## src/rtl/sha_pkg.sv

```systemverilog
// sha_pkg: shared types and constants for the nonce search control path.
//   state_e    - nonce_sequencer FSM states
//   NONCE_W    - nonce width
//   CNT_W      - round counter width (one hash = 2**CNT_W cycles)
//   ROUND_LAST - last round index of a hash
//   FLAG_BIT   - position of the hash-zero flag in the checker word
package sha_pkg;

  localparam int NONCE_W = 32;
  localparam int CNT_W   = 6;
  localparam logic [CNT_W-1:0] ROUND_LAST = 6'd63;
  localparam int FLAG_BIT = 32;

  typedef enum logic [2:0] {
    IDLE,
    HASH,
    CHECK,
    REPORT,
    DONE
  } state_e;

endpackage

```

## src/rtl/nonce_counter.sv

```systemverilog
// nonce_counter: loadable, enabled wrap-around nonce counter that also holds
// the inclusive range limit and flags when the current value equals it.
//   clk, n_rst  - clock, synchronous active-low reset
//   load        - capture base into value and limit_in into the limit register
//   base        - value loaded on load
//   limit_in    - inclusive limit loaded on load
//   inc         - advance value by one (mod 2**W); load wins over inc
//   value       - current nonce
//   at_limit    - value equals the stored limit
module nonce_counter #(
  parameter int W = 32
) (
  input  logic         clk,
  input  logic         n_rst,
  input  logic         load,
  input  logic [W-1:0] base,
  input  logic [W-1:0] limit_in,
  input  logic         inc,
  output logic [W-1:0] value,
  output logic         at_limit
);

  logic [W-1:0] value_q;
  logic [W-1:0] limit_q;

  always_ff @(posedge clk) begin
    if (!n_rst) begin
      value_q <= '0;
      limit_q <= '0;
    end else if (load) begin
      value_q <= base;
      limit_q <= limit_in;
    end else if (inc) begin
      // natural overflow gives the base > limit wrap-around search
      value_q <= value_q + 1'b1;
    end
  end

  assign value    = value_q;
  assign at_limit = (value_q == limit_q);

endmodule

```

## src/rtl/nonce_sequencer.sv

```systemverilog
// nonce_sequencer: walks a nonce range, stepping the SHA round counter per
// nonce, consumes the checker's {flag, nonce} word one cycle after the last
// round, and hands winning nonces to the host over valid/ready.
//   clk, n_rst       - clock, synchronous active-low reset
//   start            - begin a search (IDLE or DONE only)
//   abort            - terminate the search (priority over start)
//   nonce_base/limit - inclusive search range, sampled on accepted start
//   flag_plus_nonce  - {hash-zero flag, latched nonce} from the checker
//   count            - round index to datapath/checker
//   nonce            - nonce being hashed
//   busy             - not IDLE
//   found_valid/found_nonce/found_ready - winning nonce handshake
//   exhausted        - range finished, sticky until next start
import sha_pkg::*;

module nonce_sequencer #(
  parameter int NONCE_W = sha_pkg::NONCE_W,
  parameter int CNT_W   = sha_pkg::CNT_W
) (
  input  logic               clk,
  input  logic               n_rst,
  input  logic               start,
  input  logic               abort,
  input  logic [NONCE_W-1:0] nonce_base,
  input  logic [NONCE_W-1:0] nonce_limit,
  input  logic [NONCE_W:0]   flag_plus_nonce,
  output logic [CNT_W-1:0]   count,
  output logic [NONCE_W-1:0] nonce,
  output logic               busy,
  output logic               found_valid,
  output logic [NONCE_W-1:0] found_nonce,
  input  logic               found_ready,
  output logic               exhausted
);

  localparam logic [CNT_W-1:0] CNT_LAST = '1;

  state_e             state_q, state_d;
  logic [CNT_W-1:0]   count_q, count_d;
  logic               fv_q, fv_d;
  logic [NONCE_W-1:0] fn_q, fn_d;
  logic               ex_q, ex_d;
  logic               busy_q;
  logic               ld, inc;
  logic               at_limit;
  logic               xfer;
  logic               flag;

  // flag sits just above the nonce field of the checker word
  assign flag = flag_plus_nonce[NONCE_W];
  assign xfer = fv_q & found_ready;

  nonce_counter #(.W(NONCE_W)) u_nonce (
    .clk      (clk),
    .n_rst    (n_rst),
    .load     (ld),
    .base     (nonce_base),
    .limit_in (nonce_limit),
    .inc      (inc),
    .value    (nonce),
    .at_limit (at_limit)
  );

  always_comb begin
    state_d = state_q;
    count_d = count_q;
    fv_d    = fv_q;
    fn_d    = fn_q;
    ex_d    = ex_q;
    ld      = 1'b0;
    inc     = 1'b0;
    case (state_q)
      IDLE: begin
        if (start && !abort) begin
          ld      = 1'b1;
          count_d = '0;
          ex_d    = 1'b0;
          state_d = HASH;
        end
      end
      HASH: begin
        if (abort) begin
          count_d = '0;
          state_d = IDLE;
        end else if (count_q == CNT_LAST) begin
          state_d = CHECK;   // count parks at the last round during CHECK
        end else begin
          count_d = count_q + 1'b1;
        end
      end
      CHECK: begin
        if (abort) begin
          count_d = '0;
          state_d = IDLE;
        end else if (flag) begin
          fn_d    = flag_plus_nonce[NONCE_W-1:0];
          fv_d    = 1'b1;
          state_d = REPORT;
        end else if (at_limit) begin
          ex_d    = 1'b1;
          count_d = '0;
          state_d = DONE;
        end else begin
          inc     = 1'b1;
          count_d = '0;
          state_d = HASH;
        end
      end
      REPORT: begin
        // a handshake in the same cycle as abort still completes the transfer
        if (xfer || abort) begin
          fv_d    = 1'b0;
          count_d = '0;
          if (abort) begin
            state_d = IDLE;
          end else if (at_limit) begin
            ex_d    = 1'b1;
            state_d = DONE;
          end else begin
            inc     = 1'b1;
            state_d = HASH;
          end
        end
      end
      DONE: begin
        if (abort) begin
          count_d = '0;
          state_d = IDLE;
        end else if (start) begin
          ld      = 1'b1;
          count_d = '0;
          ex_d    = 1'b0;
          state_d = HASH;
        end
      end
      default: begin
        count_d = '0;
        state_d = IDLE;
      end
    endcase
  end

  always_ff @(posedge clk) begin
    if (!n_rst) begin
      state_q <= IDLE;
      count_q <= '0;
      fv_q    <= 1'b0;
      fn_q    <= '0;
      ex_q    <= 1'b0;
      busy_q  <= 1'b0;
    end else begin
      state_q <= state_d;
      count_q <= count_d;
      fv_q    <= fv_d;
      fn_q    <= fn_d;
      ex_q    <= ex_d;
      busy_q  <= (state_d != IDLE);
    end
  end

  assign count       = count_q;
  assign busy        = busy_q;
  assign found_valid = fv_q;
  assign found_nonce = fn_q;
  assign exhausted   = ex_q;

endmodule
```

## config.mk

```make
export PLATFORM = sky130hd
export DESIGN_NAME = nonce_sequencer
export DESIGN_NICKNAME = d
export VERILOG_FILES = /design/src/rtl/sha_pkg.sv /design/src/rtl/nonce_counter.sv /design/src/rtl/nonce_sequencer.sv
export SDC_FILE = /design/constraint.sdc
export NUM_CORES = 1
export LEC_CHECK = 0
export CAP_MARGIN = 20
export CORE_MARGIN = 4
export CORE_UTILIZATION = 42
export DETAILED_ROUTE_END_ITERATION = 10
export PLACE_DENSITY = 0.84
export SLEW_MARGIN = 20
export SYNTH_ARGS = -nofsm -noshare
export SYNTH_HDL_FRONTEND = slang
export SYNTH_SLANG_ARGS = --single-unit
export TNS_END_PERCENT = 5
```

## constraint.sdc

```tcl
create_clock -name clk -period 2.08 [get_ports clk]
set_input_delay 0.416 -clock clk [delete_from_list [all_inputs] [get_ports clk]]
set_output_delay 0.416 -clock clk [all_outputs]
set_load 0.02 [all_outputs]
```

==> key figures, run 1 <==
Cells and area
  – Leading cell type in the layout, fill and taps excluded: clkdlybuf4s50_1
  – N_diodes: 0
  – Commonest cells after routing, fill and taps aside: 171 x clkdlybuf4s50_1, 149 x nand2_1, 87 x dfxtp_1
  – Design area: 8150 sq um
  – Final #Nets: 958
  – Layout cell share with drive strength beyond 1: 16.4%
  – Layout area overhead: 56.4%

Timing
  – Pins Over Slew Limit: 0
  – Final period utilization: 104%
  – Highest clock rate: 0.461 GHz
  – Tmin final: 2.17 ns
  – Skew final: 0.00599 ns
  – Rel. slew slack: 70.8%
  – Setup violators final: 10
  – Hold Fails Final Rpt: 0
  – RSZ-0062 raised after global routing: yes
  – Final setup margin: -0.0888 ns
  – Least-Margin Pin Slew: 0.436 ns

Clock network
  – # H-tree levels: 3
  – Worst skew pair latency: 0.34 ns
  – CTS Buffer Depth: 2
  – Clock-pin transition on the worst setup and hold timing paths: 0.07 ns
  – TritonCTS clock tree: built
  – Clock root cell: clkbuf_16
  – Clk sinks: 108
  – TritonCTS Buffers: 9

Synthesis
  – Post-Syn Nets: 740
  – Synth area leaders: dfxtp_1 42%, nand2_1 11%, a21boi_0 9.2%, xnor2_1 6.4%, o21ai_0 3.4%
  – Top cell type's share of synthesized area: 41.5%
  – Post-Syn Instances: 636
  – Sequential share of the synthesized area: 41.5%
  – Mapped Avg Cell Area: 8.19 sq um
  – Synthesized flop and latch total: 108
  – EDFF count, synth: 0
  – Synth Warn #: 0
  – Post-synth cell types: 49
  – Area leader, netlist: dfxtp_1
  – Syn Std Cell Area: 5210 sq um
  – Top_reg_cell synth: dfxtp_1
  – Async S/R FF share, synth: 0%

Placement
  – IO buf count: 174
  – Gpl congestion: 0.898
  – Pre-CTS setup slack: -0.607 ns
  – Post-DP HPWL: 12,700 um
  – Area of placed instances: 7640 sq um

Drt
  – Vias per inst: 5.34
  – Aggregate routed wire length: 17,200 um
  – Drt wl/cell: 16.7 um
  – 1st-pass router iterations: 5
  – # DRC: 0
  – Initial drt markers: 460
  – DR vias: 5,476
  – ANT nets after route: 0

Power and ir drop
  – Leak: 2.84 nW
  – PwrDens: 625 nW/um^2
  – Worst VDD drop: 0.000577 V

Floorplanning
  – Core Area: 12,100 sq um
  – Starting Density: 43.2%
  – Ports: 175
  – # rows: 40
  – Die height: 119 um
  – Die Wd: 119 um
  – DIE AREA: 14,200 sq um

Critical path
  – Critical path type: in -> reg
  – CP startpoint kind: input pin
  – Required @ worst endpoint: 2.34 ns
  – CP endpoint kind: flop
  – Worst EP arrival: 2.43 ns
  – Worst Path Max Fanout: 10

Global route
  – Total GRT Usage: 23.0%
  – Initial antenna violation count: 1
  – Largest net degree at the start of global routing: 34
  – Global-route wire length before repair: 26,800 um
  – GRT Residual Overflow: 0
  – Vias in the first global route: 5,424

Min path
  – Hold Path Class: in -> reg

Flow run
  – # Max-Cap Violations: 0

Run status
  – Outcome: finished with violations
  – Failing checks: negative setup slack
## cell usage after synthesis, types with 2 or more instances
library cell / number
a2111oi_2: 2
a211oi_1: 5
a21boi_0: 64
a21o_1: 2
a21oi_1: 11
a311oi_1: 9
a31oi_1: 15
and2_1: 6
and3_1: 9
and4_1: 8
buf_1: 2
buf_2: 2
buf_4: 2
clkbuf_1: 34
dfxtp_1: 108
ha_1: 2
inv_1: 9
mux2i_1: 4
nand2_1: 152
nand3_1: 16
nand4_1: 19
nand4b_1: 2
nor2_1: 21
nor3_1: 10
nor3b_1: 3
nor4_1: 3
o21ai_0: 35
o31a_1: 3
o31ai_1: 9
or2_2: 3
or3_1: 2
or4_1: 8
xnor2_1: 38
xor2_1: 3
## through the flow
step	hold slack (ns)	setup TNS [ns]	power, mW	instances	utilization [%]
final	0.418	-0.362	5.09	1026	67.5
after global routing	0.428	-1.24	5.27	1026	67.5
after CTS	0.407	-0.0733	5.09	1026	66.7
after detailed placement	0.455	-21.56	3.13	1010	63.4
after global placement	0.449	-19.36	3.12	1010	63.4
after floorplan	0.456	-0.276	2.64	636	-
## state kept, by name, indices dropped and copies added, names as in the netlist
signal / count
u_nonce.limit_q: 32
u_nonce.value: 32
found_nonce: 32
exhausted: 1
busy: 1
state_q: 3
found_valid: 1
count: 6
## routing by layer
metal,part of all wire [%],vias to the layer above,track usage [%]
li1,-,2677,-
met1,40,2511,27.5
met2,47,251,38.3
met3,11,35,8.64
met4,2.2,2,7.59
met5,0.076,-,0
## worst max-delay path: stages
cell and delay (ns):
dlygate4sd2_1 0.27, or3b_4 0.40, a211oi_4 0.34, and3_4 0.28, nand2_4 0.09, or4_4 0.46, a31oi_4 0.17
## kinds of logic (layout without fill, tap and decap cells)
kind of cell	count (synthesis)	in the layout	share of synthesized area (%)
DFF	108	108	41.5
and+or+nand+nor	270	270	24.9
AOI/OAI and AO/OA	161	161	21.5
muxes	4	4	0.769
adders and majority gates	2	2	0.480
xor gates and xnor gates	41	41	6.89
buffers and inverters	50	272	3.94
## final timing paths
kind / startpoint / endpoint / slack (ns) / cells past startpoint
setup / recovery: abort / u_nonce.value[18]$_SDFFE_PN0P_ / -0.09 / 7
hold / removal: n_rst / found_valid$_SDFFE_PN0P_ / 0.42 / 3
setup reg to reg: state_q[1]$_SDFF_PN0_ / u_nonce.value[18]$_SDFFE_PN0P_ / -0.07 / 6
hold reg to reg: found_nonce[12]$_SDFFE_PN0P_ / found_nonce[12]$_SDFFE_PN0P_ / 0.46 / 2
## where the power goes
| group | leakage, nW | internal, mW | switching [mW] |
|---|---|---|---|
| sequential | 0.888 | 2.15 | 0.0976 |
| combinational | 1.79 | 0.481 | 0.388 |
| clock | 0.162 | 1.21 | 0.766 |
| total | 2.84 | 3.84 | 1.25 |
## cell type report
class / count / area [sq um]
repair buffers: 248 / 2380
flip-flops and latches: 108 / 2190
inverters: 9 / 33.8
clock buffers: 11 / 243
fillers: 955 / 3920
clock inverters: 4 / 97.6
well taps: 168 / 210
multi-input cells: 478 / 3000
## repair_timing
action                     CTS  global route
pin swaps                    7             6
gates resized for setup     12            23
hold buffers                 0             0
buffers inserted             1             0
setup endpoints to repair   22            29
No activity file was read; power rests on OpenSTA's default activity.
==> inputs of run 2 (changes only) <==
Settings changed: REMOVE_ABC_BUFFERS set to 1.
==> run 2 against run 1 <==
The run still ends with negative setup slack left. Sequential power barely moved. Utilization grew 0.16 points. Register-to-register slack better by 0.05 ns. Sequential cell count unchanged. Critical endpoint is now u_nonce.value[28]$_SDFFE_PN0P_. Largest power group unchanged. Highest routed layer is now met4.
==> key figures, run 2 (synthesis gave the netlist of run 1 again) <==
Critical path
  – Worst EP arrival: 2.37 ns (-0.06 ns)
  – Slowest cell delay on critical path: 0.43 ns (-0.03 ns)
  – Worst Path Buf+Inv: 0 (-1)
  – CP cell instances: nand4_1 > a211oi_4 > and3_4 > nand2_4 > or4_1 > a31oi_1
  – CP startpoint kind: flop
  – Critical-path top delay cell: or4_1
  – Worst Path Max Fanout: 10 (unchanged)
  – CP top delay family: simple AND/OR/NAND/NOR gates
  – Required @ worst endpoint: 2.35 ns (about the same)
  – CP endpoint kind: flop
  – Critical path type: reg -> reg

Floorplanning
  – Starting Density: 43.2% (unchanged)
  – Ports: 175 (unchanged)
  – # rows: 40 (unchanged)
  – Die height: 119 um (unchanged)
  – DIE AREA: 14,200 sq um (unchanged)
  – Core Area: 12,100 sq um (unchanged)
  – Die Wd: 119 um (unchanged)

Drt
  – Vias per inst: 5.32 (-0.36%)
  – ANT nets after route: 0 (unchanged)
  – Initial drt markers: 408 (-11%)
  – 1st-pass router iterations: 5 (unchanged)
  – DR vias: 5,520 (+0.80%)
  – Aggregate routed wire length: 16,600 um (-3.0%)
  – # DRC: 0 (unchanged)
  – Drt wl/cell: 16.0 um (-4.1%)

Timing
  – Hold slack: 0.419 ns (+0.000743 ns)
  – Setup violators final: 2 (-8)
  – RSZ-0062 raised after global routing: yes
  – Setup TNS: -0.0300 ns (+0.332 ns)
  – Final setup margin: -0.0186 ns (+0.0702 ns)
  – Skew final: 0.00760 ns (+0.00162 ns)
  – Final period utilization: 101% (-3.4 points)
  – Pins Over Slew Limit: 0 (unchanged)
  – Hold Fails Final Rpt: 0 (unchanged)
  – Rel. slew slack: 74.9% (+4.1 points)
  – Highest clock rate: 0.477 GHz (+3.3%)
  – Tmin final: 2.10 ns (-0.0702 ns)
  – Least-Margin Pin Slew: 0.376 ns (-0.0601 ns)

Clock network
  – Cts hold-fix bufs: 0 (unchanged)
  – # H-tree levels: 3 (unchanged)
  – Worst skew pair latency: 0.35 ns (about the same)
  – CTS Buffer Depth: 2 (unchanged)
  – TritonCTS clock tree: built
  – Clock-pin transition on the worst setup and hold timing paths: 0.07 ns (about the same)
  – Clk sinks: 108 (unchanged)
  – Clock root cell: clkbuf_16
  – TritonCTS Buffers: 9 (unchanged)

Run status
  – Outcome: finished with violations
  – Failing checks: negative setup slack

Placement
  – Gpl congestion: 0.884 (-1.5%)
  – Placed cells: 1,017 (+0.69%)
  – Post-DP HPWL: 12,300 um (-3.2%)
  – IO buf count: 174 (unchanged)

Global route
  – Total GRT Usage: 22.9% (-0.14 points)
  – GRT Residual Overflow: 0 (unchanged)
  – Initial antenna violation count: 0 (-1)
  – Global-route wire length before repair: 26,400 um (-1.4%)
  – Vias in the first global route: 5,419 (-0.092%)
  – Largest net degree at the start of global routing: 66 (+94%)

Cells and area
  – Layout cell share with drive strength beyond 1: 15.9% (-0.57 points)
  – Layout Cells excl Fill: 1,038 (+1.2%)
  – Layout area overhead: 56.8%
  – N_diodes: 0 (unchanged)
  – Commonest cells after routing, fill and taps aside: 171 x clkdlybuf4s50_1, 149 x nand2_1, 98 x dfxtp_1
  – Final #Nets: 970 (+1.3%)
  – Fin util: 67.7% (+0.16 points)
  – Leading cell type in the layout, fill and taps excluded: clkdlybuf4s50_1

Power and ir drop
  – PwrDens: 611 nW/um^2 (-2.2%)
  – Pwr Total: 4.99 mW (-2.0%)
  – Leak: 2.88 nW (+1.6%)
  – Worst VDD drop: 0.000520 V (-9.9%)

Min path
  – Hold Path Class: in -> reg

Flow run
  – # Max-Cap Violations: 0 (unchanged)
## run 2: worst paths after layout
| check | slack, ns | cells past startpoint | from | to |
|---|---|---|---|---|
| worst max register to register | -0.02 | 6 | u_nonce.value[3]$_SDFFE_PN0P_ | u_nonce.value[28]$_SDFFE_PN0P_ |
| worst min-delay path | 0.42 | 2 | n_rst | u_nonce.limit_q[0]$_SDFFE_PN0P_ |
| worst max-delay path | -0.02 | 6 | u_nonce.value[3]$_SDFFE_PN0P_ | u_nonce.value[28]$_SDFFE_PN0P_ |
| worst min register to register | 0.46 | 2 | found_nonce[22]$_SDFFE_PN0P_ | found_nonce[22]$_SDFFE_PN0P_ |
## run 2: cell type report
cell class / instances / area (sq um)
fillers: 996 / 3900
multi-input cells: 478 / 2930
well taps: 168 / 210
inverters: 9 / 33.8
repair buffers: 260 / 2490
clock buffers: 11 / 253
clock inverters: 4 / 72.6
flip-flops and latches: 108 / 2170
## run 2: repair_timing
action / CTS / global route
gates cloned: 0 / 0
pin swaps: 10 / 15
resized for setup: 12 / 24
endpoints found under the setup margin: 24 / 40
setup buffers: 2 / 4
## run 2: stage by stage
stage | setup WS [ns] | instance area [sq um]
6_report | -0.0186 | 8170
5_1_grt | -0.0875 | 8170
4_1_cts | -0.00425 | 8070
3_5_place_dp | -0.602 | 7680
3_3_place_gp | -0.579 | 7680
2_1_floorplan | -0.400 | 5040
## run 2: power by group
group          total (mW)  internal [mW]  switching (mW)
clock network        1.87           1.11           0.760
registers            2.23           2.15          0.0795
logic               0.886          0.491           0.395
## run 2: layer usage
| metal | global-route usage (%) | routed length, um | vias up | share of wire, % |
|---|---|---|---|---|
| met1 | 27.9 | 7030 | 2590 | 42 |
| met4 | 8.09 | 326 | 0 | 2.0 |
| met3 | 5.32 | 1040 | 28 | 6.3 |
| met2 | 39.5 | 8250 | 205 | 50 |
| met5 | 0 | 0 | - | 0 |
| li1 | - | - | 2697 | - |
==> inputs of run 3 (changes only) <==
Settings changed: TNS_END_PERCENT 5 to not set.
==> run 3 against run 2 <==
The run now ends clean. Global-route usage unchanged. Clock power hardly changed. Critical path depth did not move. Setup slack improved by 0.024 ns. Design area up 1.8%. Fmax grew 1.2%. Utilization increased by 1.2 points. Non-clock buffer count increased by 3. Sequential power about the same. Via count up 0.18%. Critical path type unchanged. Highest routed layer unchanged.
==> key figures, run 3 (synthesis gave the netlist of run 1 again) <==
Timing
  – Highest clock rate: 0.482 GHz (+1.2%)
  – Pins Over Slew Limit: 0 (unchanged)
  – Hold Fails Final Rpt: 0 (unchanged)
  – Least-Margin Pin Slew: 0.441 ns (+0.0651 ns)
  – Setup TNS: 0 ns (+0.0300 ns)
  – RSZ-0062 raised after global routing: yes
  – Setup violators final: 0 (-2)
  – Final period utilization: 99.7% (-1.2 points)
  – Final setup margin: 0.00581 ns (+0.0244 ns)
  – Rel. slew slack: 70.6% (-4.3 points)
  – Tmin final: 2.07 ns (-0.0244 ns)
  – Skew final: 0.00891 ns (+0.00131 ns)

Clock network
  – Clock-pin transition on the worst setup and hold timing paths: 0.07 ns (about the same)
  – # H-tree levels: 3 (unchanged)
  – TritonCTS Buffers: 9 (unchanged)
  – CTS Buffer Depth: 2 (unchanged)
  – Clk sinks: 108 (unchanged)
  – Clock root cell: clkbuf_16
  – TritonCTS clock tree: built
  – Worst skew pair latency: 0.35 ns (about the same)

Critical path
  – Worst r2r src: u_nonce.value[5]$_SDFFE_PN0P_
  – Required @ worst endpoint: 2.35 ns (about the same)
  – FF-to-FF path depth: 6 (unchanged)
  – Setup slack, reg-to-reg: 0.006 ns (+0.02 ns)
  – Critical path type: reg -> reg
  – CP startpoint: u_nonce.value[5]$_SDFFE_PN0P_
  – Worst Path Max Fanout: 10 (unchanged)
  – Worst EP arrival: 2.35 ns (-0.02 ns)
  – Reg2reg end: u_nonce.value[28]$_SDFFE_PN0P_
  – CP endpoint kind: flop
  – CP startpoint kind: flop

Global route
  – Vias in the first global route: 5,419 (unchanged)
  – Largest net degree at the start of global routing: 66 (unchanged)
  – Initial antenna violation count: 0 (unchanged)
  – Total GRT Usage: 22.9% (unchanged)
  – Global-route wire length before repair: 26,400 um (unchanged)
  – GRT Residual Overflow: 0 (unchanged)

Drt
  – Initial drt markers: 455 (+12%)
  – # DRC: 0 (unchanged)
  – Drt wl/cell: 16.6 um (+3.3%)
  – 1st-pass router iterations: 5 (unchanged)
  – Aggregate routed wire length: 17,200 um (+3.6%)
  – DR vias: 5,530 (+0.18%)
  – ANT nets after route: 0 (unchanged)
  – Vias per inst: 5.31 (-0.11%)

Power and ir drop
  – Worst VDD drop: 0.000520 V (about the same)
  – PwrDens: 604 nW/um^2 (-1.2%)
  – Leak: 2.90 nW (+0.81%)

Min path
  – Hold Path Class: in -> reg
  – Hold Path Sink: u_nonce.limit_q[0]$_SDFFE_PN0P_
  – WHS Path Cells: 2 (unchanged)
  – Worst hold path startpoint: n_rst

Placement
  – Pre-CTS setup slack: -0.602 ns (unchanged)
  – Area of placed instances: 7680 sq um (unchanged)
  – Post-DP HPWL: 12,300 um (unchanged)
  – Placed cells: 1,017 (unchanged)
  – Gpl congestion: 0.884 (unchanged)
  – IO buf count: 174 (unchanged)

Cells and area
  – Final #Nets: 973 (+0.31%)
  – Area of the multi-input gates: 3040 sq um (+3.6%)
  – Layout Cells excl Fill: 1,041 (+0.29%)
  – Fillers: 969 (-2.7%)
  – Layout area overhead: 59.6%
  – N_diodes: 0 (unchanged)
  – Commonest cells after routing, fill and taps aside: 171 x clkdlybuf4s50_1, 149 x nand2_1, 95 x dfxtp_1
  – Register Area: 2180 sq um (+0.40%)
  – Layout cell share with drive strength beyond 1: 18.6% (+2.7 points)
  – Leading cell type in the layout, fill and taps excluded: clkdlybuf4s50_1
  – Design area: 8310 sq um (+1.8%)

Flow run
  – # Max-Cap Violations: 0 (unchanged)

Floorplanning
  – Starting Density: 43.2% (unchanged)
  – # rows: 40 (unchanged)
  – Core Area: 12,100 sq um (unchanged)
  – DIE AREA: 14,200 sq um (unchanged)
  – Ports: 175 (unchanged)
  – Die height: 119 um (unchanged)
  – Die Wd: 119 um (unchanged)

Run status
  – Outcome: finished clean
[run 3: report_power, final]
| part | total (mW) | switching, mW | internal (mW) |
|---|---|---|---|
| sequential | 2.23 | 0.0817 | 2.15 |
| clock | 1.88 | 0.765 | 1.11 |
| combinational | 0.909 | 0.406 | 0.503 |
[run 3: cell type report]
class | count | share of cell area (%)
clock inverter | 4 | 0.873
tap | 168 | 2.53
inverter | 9 | 0.406
sequential | 108 | 26.3
clock buffer | 11 | 3.04
timing repair buffer | 263 | 30.3
multi-input combinational | 478 | 36.5
[run 3: worst max-delay path: stages (launching register included)]
cell and delay (ns):
dfxtp_1 0.34, nand4_1 0.28, a211oi_4 0.41, and3_4 0.30
nand2_8 0.08, or4_4 0.43, a31oi_1 0.16
[run 3: worst max path at each step]
stage / to / cells past startpoint
6_report: u_nonce.value[28]$_SDFFE_PN0P_ / 6
5_1_grt: u_nonce.value[19]$_SDFFE_PN0P_ / 9
4_1_cts: u_nonce.value[0]$_SDFFE_PN0P_ / 8
3_5_place_dp: u_nonce.value[27]$_SDFFE_PN0P_ / 7
3_3_place_gp: u_nonce.value[27]$_SDFFE_PN0P_ / 7
2_1_floorplan: u_nonce.value[20]$_SDFFE_PN0P_ / 5
[run 3: routing by layer]
layer / vias to the layer above / wire [um] / track usage (%)
li1: 2709 / - / -
met1: 2604 / 7330 / 27.9
met2: 191 / 8570 / 39.5
met3: 26 / 1040 / 5.32
met4: 0 / 308 / 8.09
met5: - / 0 / 0
[run 3: stage by stage]
step | hold slack, ns | utilization [%] | power [mW]
global placement | 0.449 | 63.7 | 3.11
CTS | 0.402 | 66.9 | 5.01
detailed placement | 0.455 | 63.7 | 3.12
floorplan | 0.456 | - | 2.60
finish | 0.413 | 68.9 | 5.02
global route | 0.421 | 68.9 | 5.20
[run 3: repair_timing]
item,in CTS,in global routing
gates resized for setup,12,56
hold buffers,0,0
setup endpoints to repair,24,40
setup buffers,2,5
pin swaps,10,30
cloned,0,3
